[src/rtl/sid_wq_pkg.sv]
// Shared types and constants for the SID write queue.
//   DELAY_ADDR  : register address that marks a delay command (SID_WQ_DELAY_EN builds)
//   wq_state_e  : scheduler states
//   wq_entry_t  : one queued host write {addr, data}
package sid_wq_pkg;

  localparam int unsigned ADDR_W = 5;
  localparam int unsigned DATA_W = 8;

  localparam logic [ADDR_W-1:0] DELAY_ADDR = 5'h1F;

  typedef enum logic [0:0] {
    IDLE = 1'b0,
    WAIT = 1'b1
  } wq_state_e;

  typedef struct packed {
    logic [ADDR_W-1:0] addr;
    logic [DATA_W-1:0] data;
  } wq_entry_t;

endpackage

[src/rtl/sid_wq_fifo.sv]
// Entry storage for the SID write queue: circular buffer with an explicit
// level counter, so full and empty are never confused when pointers meet.
// Ports:
//   clk, rst       : clock, synchronous active-high reset
//   push_i         : write wdata_i (dropped while full_o, or while flush_i)
//   pop_i          : remove head entry (ignored while empty_o, or while flush_i)
//   flush_i        : discard all entries next cycle; wins over push/pop
//   wdata_i        : entry to push
//   head_c_o       : current head entry (combinational read of storage)
//   level_o        : registered entry count
//   full_o/empty_o : registered level == DEPTH / level == 0
module sid_wq_fifo
  import sid_wq_pkg::*;
#(
  parameter int unsigned DEPTH = 16
) (
  input  logic                   clk,
  input  logic                   rst,
  input  logic                   push_i,
  input  logic                   pop_i,
  input  logic                   flush_i,
  input  wq_entry_t              wdata_i,
  output wq_entry_t              head_c_o,
  output logic [$clog2(DEPTH):0] level_o,
  output logic                   full_o,
  output logic                   empty_o
);

  localparam int unsigned PTR_W = $clog2(DEPTH);
  localparam int unsigned LVL_W = PTR_W + 1;

  wq_entry_t        mem_q [DEPTH];
  logic [PTR_W-1:0] wr_ptr_q, wr_ptr_d;
  logic [PTR_W-1:0] rd_ptr_q, rd_ptr_d;
  logic [LVL_W-1:0] level_q, level_d;
  logic             full_q;
  logic             empty_q;
  logic             push_ok;
  logic             pop_ok;

  // Accept decisions use the registered flags, so a pop in the same cycle
  // never makes room for a push into a full buffer.
  always_comb begin
    push_ok  = push_i & ~full_q & ~flush_i;
    pop_ok   = pop_i & ~empty_q & ~flush_i;
    wr_ptr_d = wr_ptr_q;
    rd_ptr_d = rd_ptr_q;
    level_d  = level_q;
    if (flush_i) begin
      wr_ptr_d = '0;
      rd_ptr_d = '0;
      level_d  = '0;
    end else begin
      if (push_ok) wr_ptr_d = wr_ptr_q + PTR_W'(1);
      if (pop_ok)  rd_ptr_d = rd_ptr_q + PTR_W'(1);
      level_d = level_q + LVL_W'(push_ok) - LVL_W'(pop_ok);
    end
  end

  // Pointers, level and flags.
  always_ff @(posedge clk) begin
    if (rst) begin
      wr_ptr_q <= '0;
      rd_ptr_q <= '0;
      level_q  <= '0;
      full_q   <= 1'b0;
      empty_q  <= 1'b1;
    end else begin
      wr_ptr_q <= wr_ptr_d;
      rd_ptr_q <= rd_ptr_d;
      level_q  <= level_d;
      full_q   <= (level_d == LVL_W'(DEPTH));
      empty_q  <= (level_d == '0);
    end
  end

  // Storage array; contents are only meaningful between the pointers.
  always_ff @(posedge clk) begin
    if (push_ok) mem_q[wr_ptr_q] <= wdata_i;
  end

  assign head_c_o = mem_q[rd_ptr_q];
  assign level_o  = level_q;
  assign full_o   = full_q;
  assign empty_o  = empty_q;

endmodule

[src/rtl/sid_write_queue.sv]
// SID write queue: buffers host register writes (12 MHz domain) and replays
// them to the SID at most one per 1 MHz clock-enable tick, in push order.
// Optional macro SID_WQ_DELAY_EN: entries addressed 5'h1F become delay
// commands that hold off the next pop for N further ticks (N = entry data).
// Ports:
//   clk, rst        : 12 MHz clock, synchronous active-high reset
//   iClkEn          : 1 MHz SID tick, one clk wide
//   iWE/iAddr/iDataW: host write strobe, register address, data
//   iFlush          : discard queued entries and any delay in progress
//   oWE/oAddr/oDataW: registered write strobe / address / data to the SID
//   oLevel, oFull   : registered queue occupancy and full flag
//   oOvf            : sticky flag, set when a push is dropped while full
module sid_write_queue
  import sid_wq_pkg::*;
#(
  parameter int unsigned DEPTH = 16
) (
  input  logic                   clk,
  input  logic                   rst,
  input  logic                   iClkEn,
  input  logic                   iWE,
  input  logic [4:0]             iAddr,
  input  logic [7:0]             iDataW,
  input  logic                   iFlush,
  output logic                   oWE,
  output logic [4:0]             oAddr,
  output logic [7:0]             oDataW,
  output logic [$clog2(DEPTH):0] oLevel,
  output logic                   oFull,
  output logic                   oOvf
);

  wq_entry_t                push_entry;
  wq_entry_t                head;
  logic [$clog2(DEPTH):0]   fifo_level;
  logic                     fifo_full;
  logic                     fifo_empty;
  logic                     pop_c;

  logic                     we_q, we_d;
  logic [ADDR_W-1:0]        addr_q, addr_d;
  logic [DATA_W-1:0]        data_q, data_d;
  logic                     ovf_q, ovf_d;

`ifdef SID_WQ_DELAY_EN
  wq_state_e                state_q, state_d;
  logic [DATA_W-1:0]        cnt_q, cnt_d;
`endif

  assign push_entry = '{addr: iAddr, data: iDataW};

  sid_wq_fifo #(
    .DEPTH (DEPTH)
  ) u_fifo (
    .clk      (clk),
    .rst      (rst),
    .push_i   (iWE),
    .pop_i    (pop_c),
    .flush_i  (iFlush),
    .wdata_i  (push_entry),
    .head_c_o (head),
    .level_o  (fifo_level),
    .full_o   (fifo_full),
    .empty_o  (fifo_empty)
  );

  // Scheduler: decides the pop and the next output/state values.
  always_comb begin
    pop_c  = 1'b0;
    we_d   = 1'b0;
    addr_d = addr_q;
    data_d = data_q;
    ovf_d  = ovf_q | (iWE & fifo_full);
`ifdef SID_WQ_DELAY_EN
    state_d = state_q;
    cnt_d   = cnt_q;
    if (iFlush) begin
      state_d = IDLE;
      cnt_d   = '0;
    end else if (iClkEn) begin
      // A running delay consumes ticks until its count reaches zero; the
      // tick that finds zero behaves exactly like IDLE.
      if ((state_q == WAIT) && (cnt_q != '0)) begin
        cnt_d = cnt_q - 8'd1;
      end else if (!fifo_empty) begin
        pop_c = 1'b1;
        if (head.addr == DELAY_ADDR) begin
          state_d = WAIT;
          cnt_d   = head.data;
        end else begin
          state_d = IDLE;
          we_d    = 1'b1;
          addr_d  = head.addr;
          data_d  = head.data;
        end
      end else begin
        state_d = IDLE;
      end
    end
`else
    if (!iFlush && iClkEn && !fifo_empty) begin
      pop_c  = 1'b1;
      we_d   = 1'b1;
      addr_d = head.addr;
      data_d = head.data;
    end
`endif
  end

`ifdef SID_WQ_DELAY_EN
  // Scheduler state and delay counter.
  always_ff @(posedge clk) begin
    if (rst) begin
      state_q <= IDLE;
      cnt_q   <= '0;
    end else begin
      state_q <= state_d;
      cnt_q   <= cnt_d;
    end
  end
`endif

  // Output registers; address and data hold between issues.
  always_ff @(posedge clk) begin
    if (rst) begin
      we_q   <= 1'b0;
      addr_q <= '0;
      data_q <= '0;
      ovf_q  <= 1'b0;
    end else begin
      we_q   <= we_d;
      addr_q <= addr_d;
      data_q <= data_d;
      ovf_q  <= ovf_d;
    end
  end

  assign oWE    = we_q;
  assign oAddr  = addr_q;
  assign oDataW = data_q;
  assign oLevel = fifo_level;
  assign oFull  = fifo_full;
  assign oOvf   = ovf_q;

endmodule

[config.mk]
export PLATFORM = sky130hd
export DESIGN_NAME = sid_write_queue
export DESIGN_NICKNAME = d
export VERILOG_FILES = /design/src/rtl/sid_wq_pkg.sv /design/src/rtl/sid_wq_fifo.sv /design/src/rtl/sid_write_queue.sv
export SDC_FILE = /design/constraint.sdc
export NUM_CORES = 1
export LEC_CHECK = 0
export BUFFER_PORTS_ARGS = -buffer_cell sky130_fd_sc_hd__buf_4
export CAP_MARGIN = 10
export CORE_MARGIN = 10
export CORE_UTILIZATION = 55
export DETAILED_ROUTE_END_ITERATION = 8
export PLACE_DENSITY = 0.83
export SLEW_MARGIN = 25
export SYNTH_ARGS = -nofsm -noshare
export SYNTH_HDL_FRONTEND = slang
export SYNTH_SLANG_ARGS = --single-unit
export TNS_END_PERCENT = 1
[constraint.sdc]
create_clock -name clk -period 4 [get_ports clk]
set_clock_uncertainty 0.2 [all_clocks]
set_input_delay 0.6 -clock clk [delete_from_list [all_inputs] [get_ports clk]]
set_output_delay 0.6 -clock clk [all_outputs]
set_load 0.01 [all_outputs]
**After elaboration in Yosys (flattened, before gate mapping)**

Memory sizes are Yosys's and may differ from the RTL's. A register that Yosys moved wholly into a read port is not among the register bits.
Index checks and enable logic that the tools add are counted.

- Mux-type cells: 4
- Add/sub/neg operators: 4
- Equality and inequality tests: 1
- Bitwise logic cells: 9
- Reductions and logical operators: 6

Operator list:

| operator | count |
|---|---|
| 4-bit by 1-bit adder with 4-bit output (second input constant) | 2 |
| 5-bit by 1-bit adder with 5-bit output | 1 |
| 1-bit bitwise AND | 5 |
| 5-bit equality test (second input constant) | 1 |
| 5-bit zero test | 1 |
| 5-bit 2-to-1 mux | 1 |
| 5-bit by 1-bit subtractor with 5-bit output | 1 |
| 1-bit 2-to-1 mux | 3 |
| 1-bit NOT | 3 |
| 1-bit logical AND | 2 |
| 1-bit zero test | 2 |
| 2-bit OR reduction | 1 |
| 1-bit bitwise OR | 1 |

- Bits in writable memories: 208
- Memories: 1
- Bits in registers: 17
- Logic and storage cells: 32
- Input bits: 18
- Output and inout port bits: 21

Memory list:

| memory | words | bits a word | rd ports | clocked after Yosys merged registers in | write ports | RTL line | text |
|---|---|---|---|---|---|---|---|
| u_fifo.mem_q | 16 | 13 | 1 | 1 | 1 | sid_wq_fifo.sv:32 | `wq_entry_t mem_q [DEPTH];` |

**Logic depth before layout (Yosys ltp)**

- Word-level depth: 9
- Mapped depth: 12
- Depth with buffers taken out: 12

**By module**

A second synthesis with hierarchy kept.

- Cell total of the unflattened synthesis: 499
- Area total of the unflattened synthesis: 9,494.1 um2

By module, submodules not included:

| module | cells each | area each (um2) | times used | seq. area each (um2) |
|---|---|---|---|---|
| sid_wq_fifo | 437 | 8,841.0 | 1 | 6,626.4 |
| sid_write_queue | 62 | 653.1 | 1 | 300.3 |

**Least setup slack after synthesis**

OpenSTA, ideal clock, no wires.

- Path type: input -> register
- Start: input port iClkEn
- End: register u_fifo.full_q (netlist: u_fifo.full_o)
- Data required time: 3,697 ps
- Stages: 12
- Data arrival time: 2,837 ps
- Library setup time: 103 ps
- Setup slack: 860 ps
- Path through: nor2b_1 > nand2_1 > inv_1 > ha_1 > inv_1 > ha_1 > inv_1 > fa_1 > xnor2_1 > nor4bb_1 > mux2i_1 > a2111oi_2

- Word-level cells in the longest chain between the ends: 8

Ends and longest elaborated chain:

| item | RTL line | text |
|---|---|---|
| start, declared | sid_write_queue.sv:20 | `input logic iClkEn,` |
| 1-bit logical AND (2 in a row) | sid_write_queue.sv:101 | `if (!iFlush && iClkEn && !fifo_empty) begin` |
| 1-bit 2-to-1 mux | sid_write_queue.sv:101 |  |
| 1-bit bitwise AND (2 in a row) | sid_wq_fifo.sv:45 | `pop_ok = pop_i & ~empty_q & ~flush_i;` |
| named net u_fifo.pop_ok | sid_wq_fifo.sv:39 | `logic pop_ok;` |
| 5-bit by 1-bit subtractor with 5-bit output | sid_wq_fifo.sv:56 | `level_d = level_q + LVL_W'(push_ok) - LVL_W'(pop_ok);` |
| 5-bit 2-to-1 mux | sid_wq_fifo.sv:49 | `if (flush_i) begin` |
| 5-bit equality test | sid_wq_fifo.sv:72 | `full_q <= (level_d == LVL_W'(DEPTH));` |
| end signal, assigned | sid_wq_fifo.sv:72 |  |
| end, declared | sid_wq_fifo.sv:36 | `logic full_q;` |

The timed path passes the listed nets, and every way through them passes these cells.
A chain may end at the register's enable or synchronous reset.

**Worst setup path after layout**

- Start: register u_fifo.full_q (netlist: u_fifo.full_o)
- End: register u_fifo.full_q (netlist: u_fifo.full_o)

- Word-level cells in the longest chain between the ends: 7

Ends and longest elaborated chain:

| item | RTL line | text |
|---|---|---|
| 1-bit NOT | sid_wq_fifo.sv:44 | `push_ok = push_i & ~full_q & ~flush_i;` |
| 1-bit bitwise AND (2 in a row) | sid_wq_fifo.sv:44 |  |
| named net u_fifo.push_ok | sid_wq_fifo.sv:38 | `logic push_ok;` |
| 5-bit by 1-bit adder with 5-bit output | sid_wq_fifo.sv:56 |  |
| 5-bit by 1-bit subtractor with 5-bit output | sid_wq_fifo.sv:56 |  |
| 5-bit 2-to-1 mux | sid_wq_fifo.sv:49 |  |
| 5-bit equality test | sid_wq_fifo.sv:72 |  |

The timed path passes the listed nets, and every way through them passes these cells.

==> flow_summary.ini <==
[status]
status = finished clean

[layout]
layout.cell_area.non_filler_um2 = 10600
syn_to_final_growth_pct = 13.8
drive_gt1_share_pct = 22.1
final_nets = 581
n_antenna_cell = 0

[grt]
grt_max_degree = 43
first_global_vias = 5284
antenna_found_initial = 0
overflow = 0
grt_use_total_pct = 17.9
grt_pass1_wl_um = 30600

[clock_tree]
cts_inserted_buffers = 23
clk_pin_slew_ns = 0.07
ctsHoldBuffers = 0
cts_tree = done
ctsResizeCount = 0
cts_max_path_buffers = 3
root_buffer = clkbuf_16
clock_sinks = 238
cts_setup_buffers = 0
htree_levels = 1
clock_latency_ns = 0.51

[synthesis]
synth_area_leaders = edfxtp_1 67%, dfxtp_1 6.5%, mux4_2 6.1%
synth_edf_count = 208
ys_warn_count = 0
synth-seq-cells = 238
synth_commonest_cells = 208 x edfxtp_1, 30 x a21oi_1, 30 x dfxtp_1
synthesis.area_um2 = 9290
syn_inst = 493
avgSynthCellArea_um2 = 18.8
syn_nets = 522
yosysTopAreaCell = edfxtp_1
ys.flop_type = edfxtp_1
yosysTopAreaCellShare_pct = 67.2
synth_most_common_cell = edfxtp_1
async_reset_ff_share_pct = 0
seq_area_frac_synth_pct = 73.7
synth.distinct_cells = 41

[flow_run]
drv_cap = 0

[placed_design]
dp_slack_ns = 0.507
dpl.hpwl_um = 12000
placed_cell_area_um2 = 9850
place.gp.congestion = 0.768
port_buffers = 38

[drt]
firstDrtPassIters = 5
route.detailed.drc = 0
via_per_inst = 6.29
drtIter0Drc = 528
wirelength_um = 19800
vias = 4965
dr_wl_met3_um = 1550
postRouteAntennaNets = 0
top_layer = met4
drt-met1-wl_um = 7400
wl_per_cell_um = 25.2
dr_wl_met2_um = 10100

[setup_path]
worstPathRequired_ns = 4.20
endpoint_kind = flip-flop
arrival_ns = 3.34
r2r-start = u_fifo.full_o
r2r-end = u_fifo.full_o
regToRegSetupSlack_ns = 0.86
critPathKind = flip-flop to flip-flop
crit_path_start_kind = flip-flop
path_max_fanout = 6
ff2ff_path_depth = 8

[die]
core_area_um2 = 16600
die_h_um = 150
die_x_um = 150
die-area_um2 = 22500
ios = 39
rows = 47
start_util_pct = 56.0

[sta]
period_needed_ns = 3.14
finalSetupViolations = 0
drv_slew = 0
rsz0062_at_grt = no
period_share_pct = 78.5
hold_slack_ns = 0.0643
tns_ns = 0
setup_slack_ns = 0.860
finalHoldViolCount = 0
maxSlewHeadroom_pct = 43.2
fmax_ghz = 0.318
worst_slew_pin_slew_ns = 0.851

[hold_path]
holdPathStages = 2
hp-start = rst
min_to = oOvf
hold_path.class = input pin to flip-flop

[power]
power.leakage_nw = 3.44
pwr_density_cell_nw_per_um2 = 475
ir_drop_uv = 387
-- registers in the layout, indices dropped and copies added (netlist names) --
| signal | cells |
|---|---|
| oAddr | 5 |
| oDataW | 8 |
| oOvf | 1 |
| oWE | 1 |
| u_fifo.empty_o | 1 |
| u_fifo.full_o | 1 |
| u_fifo.level_o | 5 |
| u_fifo.mem_q | 208 |
| u_fifo.rd_ptr_q | 4 |
| u_fifo.wr_ptr_q | 4 |
-- cell type report --
| class | instances | area (um^2) |
|---|---|---|
| Clock buffer | 26 | 587 |
| Clock inverter | 16 | 138 |
| Fill cell | 1110 | 6010 |
| Inverter | 13 | 48.8 |
| Multi-Input combinational cell | 218 | 2210 |
| Sequential cell | 238 | 6850 |
| Tap cell | 220 | 275 |
| Timing Repair Buffer | 58 | 460 |
-- per-stage QoR --
| step | std cells | power (mW) | util (%) |
|---|---|---|---|
| 6_report | 789 | 5.02 | 63.7 |
| 4_1_cts | 789 | 5.05 | 63.7 |
| 3_5_place_dp | 747 | 2.99 | 59.4 |
| 5_1_grt | 789 | 5.16 | 63.7 |
| 2_1_floorplan | 493 | 2.90 | - |
| 3_3_place_gp | 747 | 2.98 | 59.4 |
-- worst max path at each step --
stage                             start  slack, ns              to
final                     u_fifo.full_o       0.86   u_fifo.full_o
after global routing      u_fifo.full_o       0.69   u_fifo.full_o
after CTS                 u_fifo.full_o       0.90   u_fifo.full_o
after detailed placement         iFlush       0.51  u_fifo.empty_o
after global placement           iClkEn       0.69   u_fifo.full_o
after floorplan                  iClkEn       0.86   u_fifo.full_o
-- cell usage in the layout, fill, tap and decap left out, types with 3 or more instances in the layout --
cell	netlist	final
nor2b_1	3	3
a22oi_1	13	13
clkbuf_1	4	3
clkinv_2	0	6
clkbuf_16	0	23
mux4_1	14	14
xor2_1	6	6
ha_1	10	10
xnor2_1	3	3
a211oi_1	13	13
o22ai_1	13	13
nor2_1	24	24
mux2i_1	28	28
mux4_2	25	25
clkinv_1	1	5
edfxtp_1	208	208
dfxtp_1	30	28
nand2_1	8	8
nor3_2	0	4
inv_1	12	12
and3_1	4	4
a21oi_1	30	30
buf_4	5	56
-- critical path, cell delays in order, from the launching register on --
cell and delay (ns):
dfxtp_1 0.34, nor3b_1 0.70, ha_1 0.29, inv_1 0.06, fa_1 0.42, xnor2_1 0.18
nor4bb_1 0.30, mux2i_1 0.15, a2111oi_2 0.38
-- routing by layer --
layer	vias to the layer above	GRT usage (%)
met1	2541	22.0
met4	0	8.45
met3	59	3.26
met5	-	0
met2	254	30.2
li1	2111	-
-- where the power goes --
group	total, mW	switching (mW)	internal [mW]
sequential	2.74	0.0170	2.72
clock	2.08	0.889	1.19
combinational	0.202	0.121	0.0808
-- logic make-up after synthesis --
| group | count (synthesis) | synth area share, % |
|---|---|---|
| flip-flops | 238 | 73.7 |
| XOR/XNOR | 9 | 0.849 |
| AO/OA/AOI/OAI | 74 | 5.06 |
| buffers and inverters | 37 | 2.69 |
| multiplexers | 67 | 13.0 |
| AND/OR/NAND/NOR | 57 | 3.08 |
| adder cells (fa/ha/maj) | 11 | 1.56 |
No activity file was read; power rests on OpenSTA's default activity.
